[config.mk]
export PLATFORM = sky130hd
export DESIGN_NAME = cpu_sequencer
export DESIGN_NICKNAME = d
export VERILOG_FILES = /design/src/rtl/cpu_pkg.sv /design/src/rtl/cpu_decode.sv /design/src/rtl/cpu_sequencer.sv
export SDC_FILE = /design/constraint.sdc
export NUM_CORES = 1
export LEC_CHECK = 0
export ABC_AREA = 1
export CORE_UTILIZATION = 42
export DETAILED_ROUTE_END_ITERATION = 8
export GPL_ROUTABILITY_DRIVEN = 1
export HOLD_SLACK_MARGIN = 0.03
export PLACE_DENSITY = 0.76
export SYNTH_ARGS = -nofsm -noshare
export SYNTH_HDL_FRONTEND = slang
export SYNTH_SLANG_ARGS = --single-unit
export TNS_END_PERCENT = 10
[constraint.sdc]
create_clock -name clk -period 1.4 [get_ports clk]
set_clock_uncertainty 0.1 [all_clocks]
set_input_delay 0.21 -clock clk [delete_from_list [all_inputs] [get_ports clk]]
set_output_delay 0.21 -clock clk [all_outputs]
set_load 0.02 [all_outputs]
[src/rtl/cpu_pkg.sv]
// rtl/cpu_pkg.sv - shared opcodes, ALU encodings, FSM states and instruction fields for the 8-bit CPU
package cpu_pkg;

    localparam logic [3:0] OP_NOP = 4'h0;
    localparam logic [3:0] OP_LDI = 4'h1;
    localparam logic [3:0] OP_MOV = 4'h2;
    localparam logic [3:0] OP_ADD = 4'h3;
    localparam logic [3:0] OP_SUB = 4'h4;
    localparam logic [3:0] OP_AND = 4'h5;
    localparam logic [3:0] OP_OR  = 4'h6;
    localparam logic [3:0] OP_XOR = 4'h7;
    localparam logic [3:0] OP_JMP = 4'h8;
    localparam logic [3:0] OP_JZ  = 4'h9;
    localparam logic [3:0] OP_HLT = 4'hF;

    localparam int OPC_MSB = 7;
    localparam int OPC_LSB = 4;
    localparam int RD_MSB  = 3;
    localparam int RD_LSB  = 2;
    localparam int RS_MSB  = 1;
    localparam int RS_LSB  = 0;

    typedef enum logic [2:0] {
        ALU_ADD    = 3'b000,
        ALU_SUB    = 3'b001,
        ALU_AND    = 3'b010,
        ALU_OR     = 3'b011,
        ALU_XOR    = 3'b100,
        ALU_PASS_B = 3'b101
    } alu_op_e;

    typedef enum logic [2:0] {
        S_FETCH,
        S_DECODE,
        S_FETCH_IMM,
        S_EXEC,
        S_HALT
    } state_e;

endpackage

[src/rtl/cpu_decode.sv]
// rtl/cpu_decode.sv - combinational opcode decode into sequencer control attributes
module cpu_decode
    import cpu_pkg::*;
(
    input  logic [3:0] i_opcode,
    output logic       o_needs_imm,
    output logic       o_is_alu,
    output logic       o_is_jump,
    output logic       o_is_halt,
    output logic [2:0] o_alu_op,
    output logic       o_wb_sel
);

    // Undefined opcodes fall through the defaults and behave as NOP.
    always_comb begin
        o_needs_imm = 1'b0;
        o_is_alu    = 1'b0;
        o_is_jump   = 1'b0;
        o_is_halt   = 1'b0;
        o_alu_op    = ALU_ADD;
        o_wb_sel    = 1'b0;
        case (i_opcode)
            OP_LDI: begin
                o_needs_imm = 1'b1;
                o_alu_op    = ALU_PASS_B;
                o_wb_sel    = 1'b1;
            end
            OP_MOV: begin
                o_alu_op = ALU_PASS_B;
                o_wb_sel = 1'b1;
            end
            OP_ADD: begin o_is_alu = 1'b1; o_alu_op = ALU_ADD; end
            OP_SUB: begin o_is_alu = 1'b1; o_alu_op = ALU_SUB; end
            OP_AND: begin o_is_alu = 1'b1; o_alu_op = ALU_AND; end
            OP_OR:  begin o_is_alu = 1'b1; o_alu_op = ALU_OR;  end
            OP_XOR: begin o_is_alu = 1'b1; o_alu_op = ALU_XOR; end
            OP_JMP, OP_JZ: begin
                o_needs_imm = 1'b1;
                o_is_jump   = 1'b1;
            end
            OP_HLT: o_is_halt = 1'b1;
            default: ;
        endcase
    end

endmodule

[src/rtl/cpu_sequencer.sv]
// rtl/cpu_sequencer.sv - multi-cycle fetch/decode/execute control unit owning pc, ir and zero flag
module cpu_sequencer
    import cpu_pkg::*;
#(
    parameter int PC_W = 8
) (
    input  logic            clk,
    input  logic            reset,
    output logic            mem_req,
    output logic [PC_W-1:0] mem_addr,
    input  logic            mem_ack,
    input  logic [7:0]      mem_rdata,
    output logic [1:0]      rf_ra,
    output logic [1:0]      rf_rb,
    output logic            rf_we,
    output logic [1:0]      rf_wa,
    output logic            wb_sel,
    output logic [7:0]      imm,
    output logic [2:0]      alu_op,
    input  logic            alu_zero,
    output logic [PC_W-1:0] pc,
    output logic            halted
);

    state_e          r_state;
    logic [PC_W-1:0] r_pc;
    logic [7:0]      r_ir;
    logic [7:0]      r_imm;
    logic            r_zero;

    logic       w_needs_imm;
    logic       w_is_alu;
    logic       w_is_jump;
    logic       w_is_halt;
    logic [2:0] w_alu_op;
    logic       w_wb_sel;
    logic       w_exec;
    logic       w_take_jump;

    cpu_decode u_decode (
        .i_opcode    (r_ir[OPC_MSB:OPC_LSB]),
        .o_needs_imm (w_needs_imm),
        .o_is_alu    (w_is_alu),
        .o_is_jump   (w_is_jump),
        .o_is_halt   (w_is_halt),
        .o_alu_op    (w_alu_op),
        .o_wb_sel    (w_wb_sel)
    );

    // JZ looks at the flag as it stood before this instruction was fetched.
    assign w_take_jump = (r_ir[OPC_MSB:OPC_LSB] == OP_JMP) || r_zero;

    always_ff @(posedge clk) begin
        if (reset) begin
            r_state <= S_FETCH;
            r_pc    <= '0;
            r_ir    <= '0;
            r_imm   <= '0;
            r_zero  <= 1'b0;
        end else begin
            case (r_state)
                S_FETCH: begin
                    if (mem_ack) begin
                        r_ir    <= mem_rdata;
                        r_pc    <= r_pc + PC_W'(1);
                        r_state <= S_DECODE;
                    end
                end
                S_DECODE: begin
                    if (w_needs_imm)
                        r_state <= S_FETCH_IMM;
                    else if (w_is_halt)
                        r_state <= S_HALT;
                    else if (w_is_alu || w_wb_sel)
                        r_state <= S_EXEC;
                    else
                        r_state <= S_FETCH;
                end
                S_FETCH_IMM: begin
                    if (mem_ack) begin
                        r_imm <= mem_rdata;
                        if (w_is_jump) begin
                            r_pc    <= w_take_jump ? PC_W'(mem_rdata) : r_pc + PC_W'(1);
                            r_state <= S_FETCH;
                        end else begin
                            r_pc    <= r_pc + PC_W'(1);
                            r_state <= S_EXEC;
                        end
                    end
                end
                S_EXEC: begin
                    if (w_is_alu)
                        r_zero <= alu_zero;
                    r_state <= S_FETCH;
                end
                S_HALT:  r_state <= S_HALT;
                default: r_state <= S_FETCH;
            endcase
        end
    end

    assign w_exec   = (r_state == S_EXEC);
    assign mem_req  = (r_state == S_FETCH) || (r_state == S_FETCH_IMM);
    assign mem_addr = r_pc;
    assign rf_we    = w_exec;
    assign rf_wa    = r_ir[RD_MSB:RD_LSB];
    assign rf_ra    = r_ir[RD_MSB:RD_LSB];
    assign rf_rb    = r_ir[RS_MSB:RS_LSB];
    assign wb_sel   = w_exec & w_wb_sel;
    assign alu_op   = w_exec ? w_alu_op : ALU_ADD;
    assign imm      = r_imm;
    assign pc       = r_pc;
    assign halted   = (r_state == S_HALT);

endmodule

* After elaboration in Yosys (flattened, before gate mapping) *
Cells that the tools add are included.

storage, ports and cells
  register bits = 28

cells by class
  add/subtract/negate cells = 1
  eq/ne operators = 16
  mux-type cells = 19
  bitwise logic cells = 1
  reductions and logical operators = 14

operators with widths
  operator                                                          count
  8-bit 2-to-1 mux                                                  4
  4-bit by 3-bit == test with 1-bit output (second input constant)  4
  8-bit one-hot mux with 2 select lines                             1
  3-bit 2-to-1 mux                                                  5
  3-bit one-hot mux with 5 select lines                             1
  4-bit == test (second input constant)                             3
  3-bit one-hot mux with 4 select lines                             1
  8-bit by 1-bit adder with 8-bit output (second input constant)    1
  4-bit by 2-bit == test with 1-bit output (second input constant)  2
  2-bit AND reduction                                               4
  3-bit by 2-bit == test with 1-bit output (second input constant)  2
  1-bit 2-to-1 mux                                                  5
  5-bit OR reduction                                                1
  4-bit by 1-bit == test with 1-bit output (second input constant)  1
  2-bit 2-to-1 mux                                                  2
  2-bit inequality test (second input constant)                     2
  2-bit OR reduction                                                2
  3-bit by 1-bit == test with 1-bit output (second input constant)  1
  3-bit == test (second input constant)                             1
  3-bit logical NOT                                                 1
  1-bit logical OR                                                  3
  3-bit AND reduction                                               1
  3-bit OR reduction                                                1
  2-bit nonzero test                                                1
  1-bit bitwise AND                                                 1

* Longest topological paths before layout *
  depth after elaboration = 8
  depth in mapped cells = 9

* Modules after synthesis *
From an unflattened synthesis, not the netlist that was laid out.

second synthesis, totals
  cell total of the unflattened synthesis = 245
  area total of the unflattened synthesis = 1640.3 um^2

modules (own cells, without submodules)
  module         times used  cells each  area an instance (um^2)  sequential area each (um^2)
  cpu_sequencer  1           223         1530.2                   560.5
  cpu_decode     1           22          110.1                    0.0

* Worst setup path after synthesis *
OpenSTA, ideal clock, no wires.

  path type = flip-flop to flip-flop
  start = register r_pc[0] (netlist: mem_addr[0])
  end = register r_pc[6] (netlist: mem_addr[6])
  arrival time = 1.394 ns
  setup slack = -0.158 ns
  stages on the path, launching flop included = 10
  path buffers = 0
  path through = dfxtp_1 > ha_1 > nand3_1 > nor2_1 > nand2_1 > nand2_1 > nand2_1 > nand2_1 > nand2_1 > nor2_1

on the way
  word-level cells in the longest chain between the ends = 5
  elaborated cells on any way between the ends = 6

RTL lines
  element                                     RTL line                                                       RTL
  start, declared                             cpu_sequencer.sv:26                                            logic [PC_W-1:0] r_pc;
  start signal, assigned                      cpu_sequencer.sv:65                                            r_pc <= r_pc + PC_W'(1);
  start signal, assigned                      cpu_sequencer.sv:83                                            r_pc <= w_take_jump ? PC_W'(mem_rdata) : r_pc + PC_W'(1);
  start signal, assigned                      cpu_sequencer.sv:86                                            r_pc <= r_pc + PC_W'(1);
  8-bit by 1-bit adder with 8-bit output (*)  cpu_sequencer.sv:65, cpu_sequencer.sv:83, cpu_sequencer.sv:86
  8-bit 2-to-1 mux                            cpu_sequencer.sv:83
  8-bit 2-to-1 mux                            cpu_sequencer.sv:82                                            if (w_is_jump) begin
  8-bit 2-to-1 mux                            cpu_sequencer.sv:80                                            if (mem_ack) begin
  8-bit one-hot mux with 2 select lines (*)   cpu_sequencer.sv:61                                            case (r_state)

Every way passes the cells marked *; elsewhere a longest branch is shown, timed or not. The select of a mux whose other input is x is not followed.
A chain may end at the register's enable or synchronous reset.

* Worst setup path after layout *
  start = register r_state[2]
  end = output alu_op[1]

on the way
  word-level cells in the longest chain between the ends = 2

RTL lines
  element                                   RTL line              RTL
  start, declared                           cpu_sequencer.sv:25   state_e r_state;
  start signal, assigned                    cpu_sequencer.sv:55   r_state <= S_FETCH;
  start signal, assigned                    cpu_sequencer.sv:66   r_state <= S_DECODE;
  start signal, assigned                    cpu_sequencer.sv:71   r_state <= S_FETCH_IMM;
  3-bit by 2-bit == test with 1-bit output  cpu_sequencer.sv:102  assign w_exec = (r_state == S_EXEC);
  3-bit 2-to-1 mux                          cpu_sequencer.sv:110  assign alu_op = w_exec ? w_alu_op : ALU_ADD;
  end, declared                             cpu_sequencer.sv:19   output logic [2:0] alu_op,

Every way passes these cells.

==> summary.md <==
* **share of power burned in the clock network** 0.287
* **number of placed instances, taps included** 342
* **GRT Total Usage** 0.205
* **share of synthesized area occupied by flip-flops and latches** 0.351
* **shortest clock period the worst path allows after layout** 1.60 ns
* **share of post-route cells with drive strength above 1** 0.348
* **number of max-slew violations in the final report** 0
* **number of global-route vias before repair** 1584
* **floorplan row count** 22
* **Chip Height** 63.6 um
* **area of the die** 4050 um2
* **setup violators final** 14
* **crit path cell chain** inv_2 > nand3_4 > nor2_4 > nand2_2 > nor3_1 > buf_2
* **number of primary I/O pins** 49
* **worst-case headroom to the max-slew limit** 0.789
* **leading cell types by count after synthesis** nand2_1, dfxtp_1, nand3_1, a21oi_1, inv_1
* **clock-pin transition on the worst setup and hold timing paths** 0.10 ns
* **gate count of the mapped netlist** 229
* **starting density of the core** 0.436
* **global-route wire length before repair** 6670 um
* **maximum number of pins on one net before global-route repair** 20
* **number of iterations in the first detailed-routing pass** 4
* **worst setup slack after layout** -0.202 ns
* **library cell with the largest summed area after synthesis** dfxtp_1
* **Detail Route Antenna Nets** 0
* **clock root buffer** clkbuf_8
* **average wire length per cell after detail routing** 12.1 um
* **Max-Cap Viols** 0
* **largest delay contributor family on the critical path** simple AND/OR/NAND/NOR gates
* **Final period util** 1.14
* **post-detailed-placement half-perimeter wirelength** 3090 um
* **PortBufs** 48
* **internal power summed over all cells** 0.00155 W
* **clock tree from TritonCTS** yes
* **type of destination of the critical path** output pin
* **number of standard cells in the final layout excluding fillers** 347
* **Core Region** 3660 um2
* **synthesized flop and latch total** 28
* **Crit path required time** 1.09 ns
* **part of the total power dissipated in combinational logic** 0.313
* **busiest layer in global routing** met2
* **number of endpoints with negative hold slack in the final report** 0
* **number of inserted filler cells in the final layout** 314
* **Routed WL** 4200 um
* **routing usage on met1** 0.252
* **post-layout total power** 0.00225 W
* **worst slew pin tran** 0.315 ns
* **iteration-0 DRC count of the detailed router** 60
* **Final GP Congestion** 0.849
* **data arrival time of the critical path** 1.29 ns
* **net switching power** 0.000699 W
* **Clk Latency, worst-skew pair** 0.28 ns
* **Highest Clock Rate** 624 MHz
* **number of vias per cell** 4.93
* **CTS Sinks** 28
* **GR Layer Usage met2** 0.364
* **critical setup path kind** register to output pin
* **Remaining DRCs** 0
* **antenna violations before repair** 0
* **Post-synth ARST share** 0
* **setup repair after global routing missed its margin** true
* **part of the power in registers** 0.400
* **average cell area after synthesis** 6.97 um2
* **VDD IR max** 0.467 mV
* **H-tree Lvls** 1
* **number of buffers created by CTS** 3
* **most common cell in the netlist** nand2_1
* **Max stage delay cell, worst path** dfxtp_2
* **leakage** 1.20 nW
* **top cells by area in the synthesized netlist** dfxtp_1, nand2_1, nand3_1
* **DIE WIDTH** 63.6 um
* **number of warnings printed during yosys synthesis** 0
* **share of the synthesized area in the top cell type** 0.351
* **final net count** 313
* **sum of buffers and inverters on the critical path** 2
* **run status** complete, but fails checks
* **Antenna Diode Count** 0
* **Area Overhead vs Synth** 52.5%
* **Tightest Hold Check Type** register to register
* **CP peak stage delay** 0.33 ns
* **DR vias** 1711
* **post-synthesis instance area** 1600 um2
* **final core utilization** 0.664
* **primary flip-flop cell chosen by synthesis mapping** dfxtp_1
* **library cells used by synthesis** 29
* **deepest clock path buffer count** 2
* **GR Overflow Total** 0
* **Crit Path Max Fanout** 3
* **switching share of power** 0.311
* **violations in the final reports** negative setup slack
* **kind of start point of the critical path** register
* **post-synth net total** 242
* **power per cell area** 924 nW/um2
* **count of flip-flops with a built-in enable after synthesis** 0
* **met3 usage** 0.0236
flip-flops by register name, summed over array words and instances, names as in the netlist:
register / count
r_zero: 1
mem_addr: 8
imm: 8
r_ir: 8
r_state: 3
metrics by stage:
stage                     setup TNS (ns)  hold slack [ns]  setup WS [ns]  instance area (um2)
after floorplan                   -0.508            0.274         -0.136                 1600
after global placement             -5.19            0.352         -0.347                 2270
after detailed placement           -5.71            0.354         -0.429                 2270
after CTS                          -1.25            0.367         -0.224                 2340
after global routing               -2.69            0.402         -0.268                 2430
final                              -1.18            0.362         -0.202                 2430
area by class of cell:
| type | instances | area, um2 | area share |
|---|---|---|---|
| tap | 48 | 60.1 | 0.0247 |
| inverter | 27 | 104 | 0.0427 |
| sequential | 28 | 571 | 0.235 |
| clock inverter | 1 | 30.0 | 0.0123 |
| multi-input combinational | 153 | 883 | 0.363 |
| timing repair buffer | 87 | 743 | 0.306 |
| clock buffer | 3 | 41.3 | 0.0170 |
cells in the final DEF (no fill, tap or decap), types with 4 or more instances in the layout:
cell type	n
nand2_1	47
buf_4	31
dlygate4sd2_1	25
nand3_1	24
dfxtp_1	22
a21oi_1	20
inv_1	17
buf_6	13
clkdlybuf4s50_1	11
nor2_1	9
inv_2	8
nand3_2	6
a21oi_2	6
clkbuf_2	6
nand2_2	5
o21ai_0	5
dfxtp_2	5
nor2_2	4
nand2_4	4
nor2_4	4
o21ai_1	4
metal layers:
metal	share of wire	wire length (um)	vias to the layer above
met1	0.46	1920	794
li1	-	-	868
met5	0	0	-
met4	0.014	57	0
met3	0.044	184	7
met2	0.49	2040	42
worst register-to-register path, delay by kind of cell (launching register included):
family,cells,cell delay (ns)
flops,1,0.36
buf+inv,3,0.33
simple gates,7,0.62
kinds of logic after synthesis:
| family | Yosys count | share of synthesized area |
|---|---|---|
| compound gates | 40 | 0.137 |
| xor+xnor | 1 | 0.00549 |
| fa+ha+maj | 1 | 0.00784 |
| buf+inv | 48 | 0.158 |
| flops | 28 | 0.351 |
| simple gates | 111 | 0.340 |
power groups by stage:
stage / Sequential, W / Combinational [W] / Clock [W]
global route: 0.000909 / 0.000757 / 0.000695
CTS: 0.000885 / 0.000660 / 0.000655
detailed placement: 0.000902 / 0.000674 / 0
floorplan: 0.000939 / 0.000340 / 0
finish: 0.000900 / 0.000703 / 0.000646
global placement: 0.000900 / 0.000663 / 0
what timing repair did:
action	4_1_cts	5_1_grt
pin swaps	1	10
hold buffers	0	0
setup buffers	1	0
resized for setup	83	46
cloned	0	0
endpoints found under the setup margin	55	40
worst paths after layout:
path,cells past startpoint,end,start,slack [ns]
worst max-delay path,6,alu_op[1],r_state[2],-0.20
worst min-delay path,2,r_ir[0],r_ir[0],0.36
worst max register to register,10,mem_addr[1],r_ir[5],-0.08
worst min register to register,2,r_ir[0],r_ir[0],0.36
Power figures use the tool's default switching activity.
